$ cat src/rtl/lgn_pkg.sv
// Shared types and width helpers for the LGN group-sum / argmax readout.
package lgn_pkg;

  // Frame-processing phases of the readout controller.
  typedef enum logic [1:0] {
    ST_ACCUM  = 2'd0,
    ST_ARGMAX = 2'd1,
    ST_HOLD   = 2'd2
  } lgn_state_e;

  // Ceiling log2 usable in constant expressions; lgn_clog2(1) = 0.
  function automatic int lgn_clog2(input int value);
    int r;
    int p;
    r = 0;
    p = 1;
    while (p < value) begin
      p = p * 2;
      r = r + 1;
    end
    return r;
  endfunction

  // Clamp a width to at least one bit.
  function automatic int lgn_max1(input int value);
    return (value < 1) ? 1 : value;
  endfunction

endpackage

$ cat src/rtl/lgn_popcount.sv
// Combinational population count of a W-bit vector.
module lgn_popcount
  import lgn_pkg::*;
#(
  parameter int W     = 8,
  parameter int CNT_W = lgn_clog2(W + 1)
) (
  input  logic [W-1:0]     bits,
  output logic [CNT_W-1:0] count
);

  // Sum the set bits; synthesis builds an adder tree from this chain.
  always_comb begin
    count = '0;
    for (int i = 0; i < W; i++) begin
      count = count + CNT_W'(bits[i]);
    end
  end

endmodule

$ cat src/rtl/lgn_groupsum_argmax.sv
// Group-sum readout for a logic-gate network: popcounts each class's slice
// of the final-layer gate outputs over up to BEATS beats, then reports the
// class with the highest score (lowest index wins ties).
module lgn_groupsum_argmax
  import lgn_pkg::*;
#(
  parameter  int N_CLASS = 4,
  parameter  int GROUP   = 8,
  parameter  int BEATS   = 2,
  localparam int SCORE_W = lgn_clog2(GROUP * BEATS + 1),
  localparam int CLS_W   = lgn_max1(lgn_clog2(N_CLASS))
) (
  input  logic                       clk,
  input  logic                       rst,
  input  logic                       in_valid,
  output logic                       in_ready,
  input  logic [N_CLASS*GROUP-1:0]   in_bits,
  input  logic                       in_last,
  output logic                       out_valid,
  input  logic                       out_ready,
  output logic [CLS_W-1:0]           out_class,
  output logic [SCORE_W-1:0]         out_score,
  output logic [N_CLASS*SCORE_W-1:0] out_scores,
  output logic                       err_overrun
);

  localparam int PC_W   = lgn_clog2(GROUP + 1);
  localparam int BCNT_W = lgn_max1(lgn_clog2(BEATS + 1));

  lgn_state_e          state;
  logic [SCORE_W-1:0]  acc_p0 [N_CLASS];
  logic [BCNT_W-1:0]   beat_cnt_p0;
  logic [PC_W-1:0]     pc [N_CLASS];

  logic                accept;
  logic                at_max_beat;
  logic                frame_end;
  logic                release_hold;
  logic [CLS_W-1:0]    best_class;
  logic [SCORE_W-1:0]  best_score;

  for (genvar c = 0; c < N_CLASS; c++) begin : g_pc
    lgn_popcount #(
      .W     (GROUP),
      .CNT_W (PC_W)
    ) u_popcount (
      .bits  (in_bits[c*GROUP +: GROUP]),
      .count (pc[c])
    );
  end

  assign in_ready     = (state == ST_ACCUM);
  assign out_valid    = (state == ST_HOLD);
  assign accept       = in_valid & in_ready;
  assign at_max_beat  = (beat_cnt_p0 == BCNT_W'(BEATS - 1));
  assign frame_end    = accept & (in_last | at_max_beat);
  assign release_hold = out_valid & out_ready;

  // Linear scan with strict greater-than so equal scores keep the lower index.
  always_comb begin
    best_class = '0;
    best_score = acc_p0[0];
    for (int c = 1; c < N_CLASS; c++) begin
      if (acc_p0[c] > best_score) begin
        best_class = CLS_W'(c);
        best_score = acc_p0[c];
      end
    end
  end

  // Controller: accumulate a frame, spend one cycle on argmax, hold the result.
  always_ff @(posedge clk or posedge rst) begin
    if (rst) begin
      state <= ST_ACCUM;
    end else begin
      case (state)
        ST_ACCUM:  if (frame_end)    state <= ST_ARGMAX;
        ST_ARGMAX:                   state <= ST_HOLD;
        ST_HOLD:   if (release_hold) state <= ST_ACCUM;
        default:                     state <= ST_ACCUM;
      endcase
    end
  end

  // Stage p0: per-class score accumulation and beat counting within a frame.
  always_ff @(posedge clk or posedge rst) begin
    if (rst) begin
      beat_cnt_p0 <= '0;
      for (int c = 0; c < N_CLASS; c++) acc_p0[c] <= '0;
    end else if (release_hold) begin
      beat_cnt_p0 <= '0;
      for (int c = 0; c < N_CLASS; c++) acc_p0[c] <= '0;
    end else if (accept) begin
      beat_cnt_p0 <= beat_cnt_p0 + BCNT_W'(1);
      for (int c = 0; c < N_CLASS; c++) acc_p0[c] <= acc_p0[c] + SCORE_W'(pc[c]);
    end
  end

  // Stage p1: capture the argmax result and all scores; stable through HOLD.
  always_ff @(posedge clk or posedge rst) begin
    if (rst) begin
      out_class  <= '0;
      out_score  <= '0;
      out_scores <= '0;
    end else if (state == ST_ARGMAX) begin
      out_class <= best_class;
      out_score <= best_score;
      for (int c = 0; c < N_CLASS; c++) out_scores[c*SCORE_W +: SCORE_W] <= acc_p0[c];
    end
  end

  // Sticky flag: a frame was cut off at BEATS beats without in_last.
  always_ff @(posedge clk or posedge rst) begin
    if (rst) begin
      err_overrun <= 1'b0;
    end else if (accept & at_max_beat & ~in_last) begin
      err_overrun <= 1'b1;
    end
  end

endmodule
$ cat config.mk
export PLATFORM = sky130hd
export DESIGN_NAME = lgn_groupsum_argmax
export DESIGN_NICKNAME = d
export VERILOG_FILES = /design/src/rtl/lgn_pkg.sv /design/src/rtl/lgn_popcount.sv /design/src/rtl/lgn_groupsum_argmax.sv
export SDC_FILE = /design/constraint.sdc
export NUM_CORES = 1
export LEC_CHECK = 0
export BUFFER_PORTS_ARGS = -buffer_cell sky130_fd_sc_hd__buf_2
export CAP_MARGIN = 40
export CORE_MARGIN = 2
export CORE_UTILIZATION = 55
export DETAILED_ROUTE_END_ITERATION = 8
export PLACE_DENSITY = 0.77
export SYNTH_ARGS = -nofsm -noshare
export SYNTH_HDL_FRONTEND = slang
export SYNTH_HIERARCHICAL = 1
export SYNTH_SLANG_ARGS = --single-unit
$ cat constraint.sdc
create_clock -name clk -period 12.3 [get_ports clk]
set_input_delay 1.845 -clock clk [delete_from_list [all_inputs] [get_ports clk]]
set_output_delay 1.845 -clock clk [all_outputs]
set_load 0.01 [all_outputs]
==> flow_summary.yaml, run 1 <==
floorplan:
  num_rows: 30
  core_area_mm2: 0.00672
  ios: 67
  start_util_pct: 56.3
  die_w_um: 86.9
  die_h_um: 86.9
  dieArea_mm2: 0.00756
layout:
  layout_common_cells: "inv_1, buf_2, nand2_1"
  fin_area_mm2: 0.00434
  fill_cells: 550
  drive_gt1_share_pct: 19.6
  nets: 574
  diodes: 0
  syn2layout_area_growth_pct: 14.7
  final_common_cell: "inv_1"
sta:
  fmax_mhz: 192
  finalClockSkew_ps: 13.6
  max_slew.worst_pin.slew_ps: 623
  postLayoutSetupSlackWorst_ps: 7080
  finalCritPeriodShare_pct: 42.4
  fin_crit_ps: 5220
  finalHoldViolations: 0
  maxSlewViolCount: 0
  setup-tns-final_ps: 0
  rsz0062_at_grt: "false"
  setup_violations: 0
  slew_headroom_pct: 58.3
placed_design:
  port_buffers: 66
  pre_cts_slack_ps: 6910
  post_dp_cell_area_mm2: 0.00422
  dp_hpwl_mm: 6.08
  place.gp.congestion: 0.806
power:
  power_leakage_nw: 2.43
  internal-power_uw: 680
  p_per_area_mw_per_mm2: 286
  ir_worst_vdd_mv: 0.124
  clockPowerShare_pct: 10.4
  swShare_pct: 45.3
  combPwrFrac_pct: 65.0
  switchingPower_uw: 563
  p_total_mw: 1.24
  p_seq_share_pct: 24.6
clocking:
  clkLatencyLatePin_ps: 310
  post_cts_buffers: 0
  h-tree-depth: 2
  clock-root-buffer: "clkbuf_8"
  clkTransAtPathRegs_ps: 100
  cts_tree: "built"
  cts_buffers: 5
  clkSinkCount: 52
  hold_buffers: 0
  cts.path.max_buffers: 2
  post_cts_resized: 0
worst_setup_path:
  cp_cell_sequence: "inv_1, ha_1, a211oi_1, nor2_1, o22ai_2, mux2i_1, ha_1, o21ai_0, a21oi_1, o22ai_1, a31o_2, mux2_4, ha_1, nor2b_1, o2111ai_1, a31oi_1, nand2b_1, a221o_1, nand3_1"
  cpPeakStageDelay_ps: 550
  required_ps: 12490
  critPathArrivalTime_ps: 5410
  crit_type: "reg2reg"
  slowest_stage: "a31oi_1"
  worstSetupEndpointType: "register"
  cpMostUsedCell: "ha_1"
  worst_setup_path_start_kind: "register"
  critical_path.max_fanout: 7
run:
  drv_cap: 0
global_route:
  grt_max_degree: 37
  grt_use_met2_pct: 39.4
  use_met3_pct: 3.98
  top_usage_layer: "met2"
  grtUsageTotal_pct: 22.1
  antenna_found_initial: 0
  grt_pass1_vias: 2929
  overflow: 0
  met1_usage_pct: 27.4
  grt_pass1_wl_mm: 13.2
outcome:
  status: "complete, no violations"
logic_synthesis:
  avgSynthCellArea_um2: 9.32
  netlist_area_mm2: 0.00378
  ys_warn_count: 6
  yosysUniqueCellTypes: 37
  synth_nets: 507
  ys_ff_latch: 52
  ys_seq_area_share_pct: 34.4
  synthCells: 406
routing:
  vias: 2908
  firstDrtPassIters: 6
  drt-initial-drc-count: 116
  ant_nets: 0
  wire_per_inst_um: 13.9
  via_per_inst: 5.25
  wl_mm: 7.70
  post-route-drc-count: 0
worst_hold_path:
  min_path_type: "reg2reg"
## layer usage
| layer | share of wire, % | vias up |
|---|---|---|
| met5 | 0 | - |
| met4 | 1.8 | 0 |
| met2 | 52 | 68 |
| met1 | 43 | 1395 |
| li1 | - | 1429 |
| met3 | 3.5 | 16 |
## power by group through the flow
stage          logic, mW  registers (mW)  clock network (mW)
6_report           0.808           0.306               0.130
5_1_grt            0.918           0.317               0.137
4_1_cts            0.813           0.306               0.131
3_5_place_dp       0.803           0.309                   0
3_3_place_gp       0.766           0.305                   0
2_1_floorplan      0.599           0.311                   0
## cell type report
type,count,area [µm²],area share [%]
Multi-Input combinational cell,264,2140,49.4
Sequential cell,52,1300,30.0
Timing Repair Buffer,69,365,8.41
Inverter,81,304,7.00
Tap cell,80,100,2.31
Clock buffer,7,96.3,2.22
Clock inverter,1,30.0,0.692
## path summary, 6_finish.rpt
path                                                  from                          to  slack (ps)  depth (start not counted)
min in group asynchronous                              rst       acc_p0[9]$_DFFE_PP0P_        1500                          2
worst max register to register      acc_p0[17]$_DFFE_PP0P_    out_score[4]$_DFFE_PP0N_        7080                         19
max in group asynchronous                              rst    out_class[0]$_DFFE_PP0N_       10280                          3
worst max-delay path                acc_p0[17]$_DFFE_PP0P_    out_score[4]$_DFFE_PP0N_        7080                         19
worst min register to register  out_scores[14]$_DFFE_PP0N_  out_scores[14]$_DFFE_PP0N_         470                          2
worst min-delay path            out_scores[14]$_DFFE_PP0N_  out_scores[14]$_DFFE_PP0N_         470                          2
## worst max-delay path, delay by kind of cell (launching register included)
family / cells / cell delay [ps]
fa+ha+maj: 3 / 910
buf+inv: 1 / 90
compound gates: 9 / 2230
mux: 2 / 680
flops: 1 / 430
simple gates: 4 / 750
## cell usage after synthesis
| cell | count | area share [%] |
|---|---|---|
| dfrtp_1 | 52 | 34 |
| a31oi_1 | 1 | 0.17 |
| o22ai_2 | 1 | 0.33 |
| nor2_1 | 14 | 1.4 |
| mux2i_1 | 5 | 1.3 |
| o22ai_1 | 1 | 0.17 |
| o22a_1 | 1 | 0.23 |
| o21bai_2 | 1 | 0.30 |
| or2_1 | 1 | 0.17 |
| nor3b_1 | 1 | 0.20 |
| a31o_2 | 2 | 0.46 |
| xnor2_1 | 5 | 1.2 |
| fa_1 | 20 | 11 |
| and2_1 | 2 | 0.33 |
| ha_1 | 44 | 15 |
| buf_1 | 2 | 0.20 |
| a22o_1 | 4 | 0.93 |
| o21ai_0 | 31 | 4.1 |
| a32oi_2 | 3 | 1.3 |
| o2111ai_1 | 1 | 0.23 |
| or2_2 | 1 | 0.17 |
| xor2_1 | 11 | 2.5 |
| nand2_1 | 61 | 6.1 |
| mux2_4 | 5 | 2.0 |
| and3_1 | 1 | 0.17 |
| nand4_2 | 1 | 0.33 |
| inv_1 | 81 | 8.0 |
| o21a_1 | 5 | 0.99 |
| and2b_2 | 1 | 0.23 |
| a211oi_1 | 1 | 0.20 |
| a221o_1 | 1 | 0.26 |
| nand3_1 | 5 | 0.66 |
| nor2b_1 | 10 | 1.7 |
| a21o_1 | 5 | 0.99 |
| a21oi_1 | 13 | 1.7 |
| clkbuf_1 | 7 | 0.69 |
| nand2b_1 | 5 | 0.83 |
## registers in the layout (all words and copies together) (netlist names)
name / count
state: 2
beat_cnt_p0: 2
out_class: 2
err_overrun: 1
out_score: 5
out_scores: 20
acc_p0: 20
## kinds of logic after synthesis
kind of cell    share of synthesized area [%]
mux                                      3.31
flops                                    34.4
buf+inv                                  8.93
simple gates                             12.2
fa+ha+maj                                25.1
xor+xnor                                 3.70
compound gates                           12.4
## stage by stage
stage	utilization (%)	instances	hold WS (ps)
3_3_place_gp	62.4	545	447
4_1_cts	64.6	554	475
2_1_floorplan	-	406	450
3_5_place_dp	62.7	546	454
5_1_grt	64.6	554	496
6_report	64.6	554	470
Note: power is estimated with default switching activity, not from simulation.
==> inputs of run 2 (changes only) <==
Settings changed: CORE_UTILIZATION 55 to 51, PLACE_DENSITY 0.77 to 0.75.
Clock period 12.3 ns to 4.2 ns, I/O delays scaled along.
==> flow_summary.yaml, run 2 (synthesis results as in run 1) <==
outcome:
  status: "complete, no violations"
sta:
  postLayoutSetupSlackWorst_ps: 122
  finalHoldViolations: 0
  max_slew.worst_pin.slew_ps: 627
  whs_ps: 297
  finalClockSkew_ps: 3.26
  fmax_mhz: 245
  slew_headroom_pct: 58.2
  maxSlewViolCount: 0
  fin_crit_ps: 4080
  setup_violations: 0
  finalCritPeriodShare_pct: 97.1
  setup-tns-final_ps: 0
routing:
  via_per_inst: 5.02
  wl_mm: 8.52
  drt-initial-drc-count: 73
  wire_per_inst_um: 14.4
  post-route-drc-count: 0
  ant_nets: 0
  vias: 2971
  firstDrtPassIters: 4
layout:
  drive_gt1_share_pct: 26.6
  fin_util_pct: 64.7
  reg.largest.list: "acc_p0 (20), out_scores (20), out_score (5)"
  diodes: 0
  multi_input_area_mm2: 0.00231
  nets: 593
  seq_area_mm2: 0.00130
  fill_cells: 606
  layout_common_cells: "inv_1, buf_2, nand2_1"
  fin_area_mm2: 0.00467
  final_common_cell: "inv_1"
  syn2layout_area_growth_pct: 23.4
power:
  power_leakage_nw: 2.53
  switchingPower_mw: 1.90
  internal-power_mw: 2.43
  p_per_area_mw_per_mm2: 928
  clockPowerShare_pct: 8.0
  combPwrFrac_pct: 71.6
  ir_worst_vdd_mv: 0.428
  swShare_pct: 43.9
  p_seq_share_pct: 20.3
worst_setup_path:
  cp_num_buf_inv: 4
  worst_setup_path_start_kind: "register"
  cp_cell_sequence: "inv_2, ha_4, a211oi_4, nor2_4, o22ai_4, buf_4, mux2i_1, ha_1, and3_1, a31o_2, buf_6, mux2_4, ha_1, o2111ai_2, a31oi_1, nand2b_4, buf_6, a32oi_2"
  crit_type: "reg2reg"
  slowest_stage: "dfrtp_1"
  worstSetupEndpointType: "register"
  critPathArrivalTime_ps: 4270
  critical_path.max_fanout: 5
  cpPeakStageDelay_ps: 400
  critPathTopFamily: "compound AO/OA/AOI/OAI gates"
  required_ps: 4390
clocking:
  clock-root-buffer: "clkbuf_8"
  cts_buffers: 5
  cts.path.max_buffers: 2
  clkTransAtPathRegs_ps: 90
  clkSinkCount: 52
  clkLatencyLatePin_ps: 310
  cts_tree: "built"
  hold_buffers: 0
  h-tree-depth: 2
global_route:
  overflow: 0
  antenna_found_initial: 0
  grtUsageTotal_pct: 21.2
  grt_pass1_vias: 3170
  grt_pass1_wl_mm: 14.0
  grt_max_degree: 37
floorplan:
  num_rows: 31
  die_w_um: 90.1
  start_util_pct: 52.4
  core_area_mm2: 0.00721
  die_h_um: 90.1
  dieArea_mm2: 0.00812
  ios: 67
placed_design:
  place.gp.congestion: 0.901
  pre_cts_slack_ps: -2.17
  post_dp_cell_area_mm2: 0.00436
  dp_hpwl_mm: 6.47
  port_buffers: 66
run:
  drv_cap: 0
worst_hold_path:
  min_path_type: "in2async"
run 2: power by group through the flow:
stage               sequential (mW)  clock [mW]  combinational (mW)
finish                        0.881       0.348                3.10
global route                  0.909       0.372                3.45
CTS                           0.869       0.352                2.71
detailed placement            0.877           0                2.65
global placement              0.864           0                2.51
floorplan                     0.910           0                1.80
run 2: final timing paths:
kind | start | endpoint | slack, ps | cells past startpoint
setup reg to reg | acc_p0[17]$_DFFE_PP0P_ | out_score[1]$_DFFE_PP0N_ | 120 | 18
hold reg to reg | out_scores[11]$_DFFE_PP0N_ | out_scores[11]$_DFFE_PP0N_ | 480 | 2
min in group clk | out_scores[11]$_DFFE_PP0N_ | out_scores[11]$_DFFE_PP0N_ | 480 | 2
max in group asynchronous | rst | acc_p0[2]$_DFFE_PP0P_ | 3380 | 3
setup / recovery | acc_p0[17]$_DFFE_PP0P_ | out_score[1]$_DFFE_PP0N_ | 120 | 18
hold / removal | rst | acc_p0[8]$_DFFE_PP0P_ | 300 | 2
run 2: area by class of cell:
class,instances,area share [%]
Timing Repair Buffer,88,11.1
Clock inverter,2,0.750
Tap cell,99,2.65
Sequential cell,52,27.9
Inverter,81,6.51
Clock buffer,6,1.55
Multi-Input combinational cell,264,49.5
run 2: repair_timing:
| item | 4_1_cts | 5_1_grt |
|---|---|---|
| gates resized for setup | 1 | 28 |
| buffers inserted | 2 | 3 |
| endpoints found under the setup margin | 5 | 7 |
| pin swaps | 1 | 11 |
run 2: per-layer routing:
layer  global-route usage, %  part of all wire, %  wire length [µm]
met5                       0                    0                 0
met4                    5.64                  2.7               234
met3                    3.44                  3.5               300
met2                    40.2                   53              4530
met1                    24.6                   41              3450
run 2: per-stage QoR:
step,power [mW],cells
3_3_place_gp,3.37,578
3_5_place_dp,3.53,579
5_1_grt,4.73,592
4_1_cts,3.93,589
2_1_floorplan,2.71,406
6_report,4.33,592
==> inputs of run 3 (changes only) <==
Settings changed: CORE_UTILIZATION 51 to 55, PLACE_DENSITY 0.75 to not set, PLACE_DENSITY_LB_ADDON set to 0.15.
Clock period 4.2 ns to 3.8 ns, I/O delays scaled along.
==> flow_summary.yaml, run 3 (synthesis results as in run 1) <==
layout:
  drive_gt1_share_pct: 37.2
  nets: 622
  fill_cells: 497
  diodes: 0
  final_common_cell: "inv_1"
  layout_common_cells: "inv_1, buf_2, nand2_1"
  reg.largest.list: "acc_p0 (20), out_scores (20), out_score (5)"
  fin_area_mm2: 0.00498
  final_cell_count_no_fill: 602
  syn2layout_area_growth_pct: 31.6
power:
  ir_worst_vdd_mv: 0.378
  power_leakage_nw: 2.67
  p_per_area_mw_per_mm2: 1090
routing:
  wire_per_inst_um: 13.1
  firstDrtPassIters: 6
  via_per_inst: 5.03
  vias: 3031
  ant_nets: 0
  drt-initial-drc-count: 79
  post-route-drc-count: 0
  wl_mm: 7.90
sta:
  finalCritPeriodShare_pct: 104
  postLayoutSetupSlackWorst_ps: -167
  max_slew.worst_pin.slew_ps: 565
  finalClockSkew_ps: 5.49
  fmax_mhz: 252
  rsz0062_at_grt: "true"
  setup_violations: 7
  maxSlewViolCount: 0
  setup-tns-final_ps: -758
  fin_crit_ps: 3970
  finalHoldViolations: 0
  whs_ps: 307
  slew_headroom_pct: 62.3
worst_setup_path:
  slowest_stage: "dfrtp_1"
  critPathArrivalTime_ps: 4210
  cp_cell_sequence: "inv_2, ha_4, a211oi_2, nor2_2, o22ai_2, buf_6, mux2_4, ha_4, nand2b_4, a21oi_2, o22ai_2, a31o_4, buf_6, mux2_4, ha_4, nand2_1, nor2_2, a31oi_2, nand2b_4, a221o_1, nand3_1"
  required_ps: 4050
  ff2ff_path_depth: 21
  critical_path.max_fanout: 5
  worst_setup_path_start_kind: "register"
  r2r_slack_ps: -170
  cpPeakStageDelay_ps: 430
  worstSetupEndpointType: "register"
  r2r-end: "out_score[4]$_DFFE_PP0N_"
  crit_type: "reg2reg"
  reg2reg_from: "acc_p0[17]$_DFFE_PP0P_"
  cpMostUsedCell: "ha_4"
clocking:
  clkLatencyLatePin_ps: 300
  h-tree-depth: 2
  cts_buffers: 5
  clock-root-buffer: "clkbuf_8"
  cts.path.max_buffers: 2
  clkSinkCount: 52
  hold_buffers: 0
  clkTransAtPathRegs_ps: 100
  cts_tree: "built"
global_route:
  grt_max_degree: 41
  grt_pass1_vias: 2996
  grt_pass1_wl_mm: 13.3
  grtUsageTotal_pct: 21.9
  antenna_found_initial: 0
  overflow: 0
worst_hold_path:
  min_path_type: "in2async"
placed_design:
  placed_cells: 585
  pre_cts_slack_ps: -316
  dp_hpwl_mm: 6.29
  place.gp.congestion: 0.819
  post_dp_cell_area_mm2: 0.00460
  port_buffers: 66
run:
  drv_cap: 0
floorplan:
  die_w_um: 86.9
  start_util_pct: 56.3
  num_rows: 30
  dieArea_mm2: 0.00756
  core_area_mm2: 0.00672
  die_h_um: 86.9
  ios: 67
outcome:
  status: "complete, but fails checks"
  violations: "negative setup slack"
[run 3: cell types whose count changed in the layout (fill, tap and decap cells not counted), sizes merged]
cell	delta
buf	+29
[run 3: power by group]
group          internal, mW  switching, mW  total [mW]
combinational          2.18           1.85        4.03
clock                 0.216          0.188       0.404
sequential            0.789          0.184       0.973
[run 3: worst max-delay path, delay by kind of cell (launching register included)]
family,cells,cell delay (ps)
AO/OA/AOI/OAI,7,1140
AND/OR/NAND/NOR,6,660
adder cells (fa/ha/maj),3,660
multiplexers,2,640
flip-flops,1,430
buffers and inverters,3,370
[run 3: final cells by class]
| class | instances | area, µm² | share of cell area (%) |
|---|---|---|---|
| inverter | 81 | 304 | 6.11 |
| tap | 80 | 100 | 2.01 |
| timing repair buffer | 117 | 756 | 15.2 |
| clock buffer | 6 | 82.6 | 1.66 |
| multi-input combinational | 264 | 2400 | 48.1 |
| sequential | 52 | 1300 | 26.1 |
| clock inverter | 2 | 38.8 | 0.779 |
[run 3: per-layer routing]
metal / share of wire (%) / global-route usage, %
met5: 0 / 0
met4: 0.96 / 4.97
met1: 47 / 30.4
met2: 48 / 36.2
met3: 3.4 / 3.32
[run 3: repair_timing]
item                                    4_1_cts  5_1_grt
buffers inserted                              4        5
endpoints found under the setup margin        7       10
resized for setup                            18       31
pin swaps                                    14       28
cloned                                        0        0
[run 3: metrics by stage]
step                      power (mW)  util, %
after floorplan                 3.16        -
after global routing            5.90     74.1
final                           5.41     74.1
after detailed placement        4.40     68.5
after CTS                       5.25     72.2
after global placement          4.25     68.1
[run 3: worst max path at each step]
stage                           start                        to  cells after the start
2_1_floorplan  acc_p0[17]$_DFFE_PP0P_  out_score[4]$_DFFE_PP0N_                     19
3_3_place_gp   acc_p0[17]$_DFFE_PP0P_  out_score[4]$_DFFE_PP0N_                     18
3_5_place_dp   acc_p0[18]$_DFFE_PP0P_  out_score[4]$_DFFE_PP0N_                     20
4_1_cts        acc_p0[17]$_DFFE_PP0P_  out_score[4]$_DFFE_PP0N_                     21
5_1_grt        acc_p0[17]$_DFFE_PP0P_  out_score[4]$_DFFE_PP0N_                     21
6_report       acc_p0[17]$_DFFE_PP0P_  out_score[4]$_DFFE_PP0N_                     21
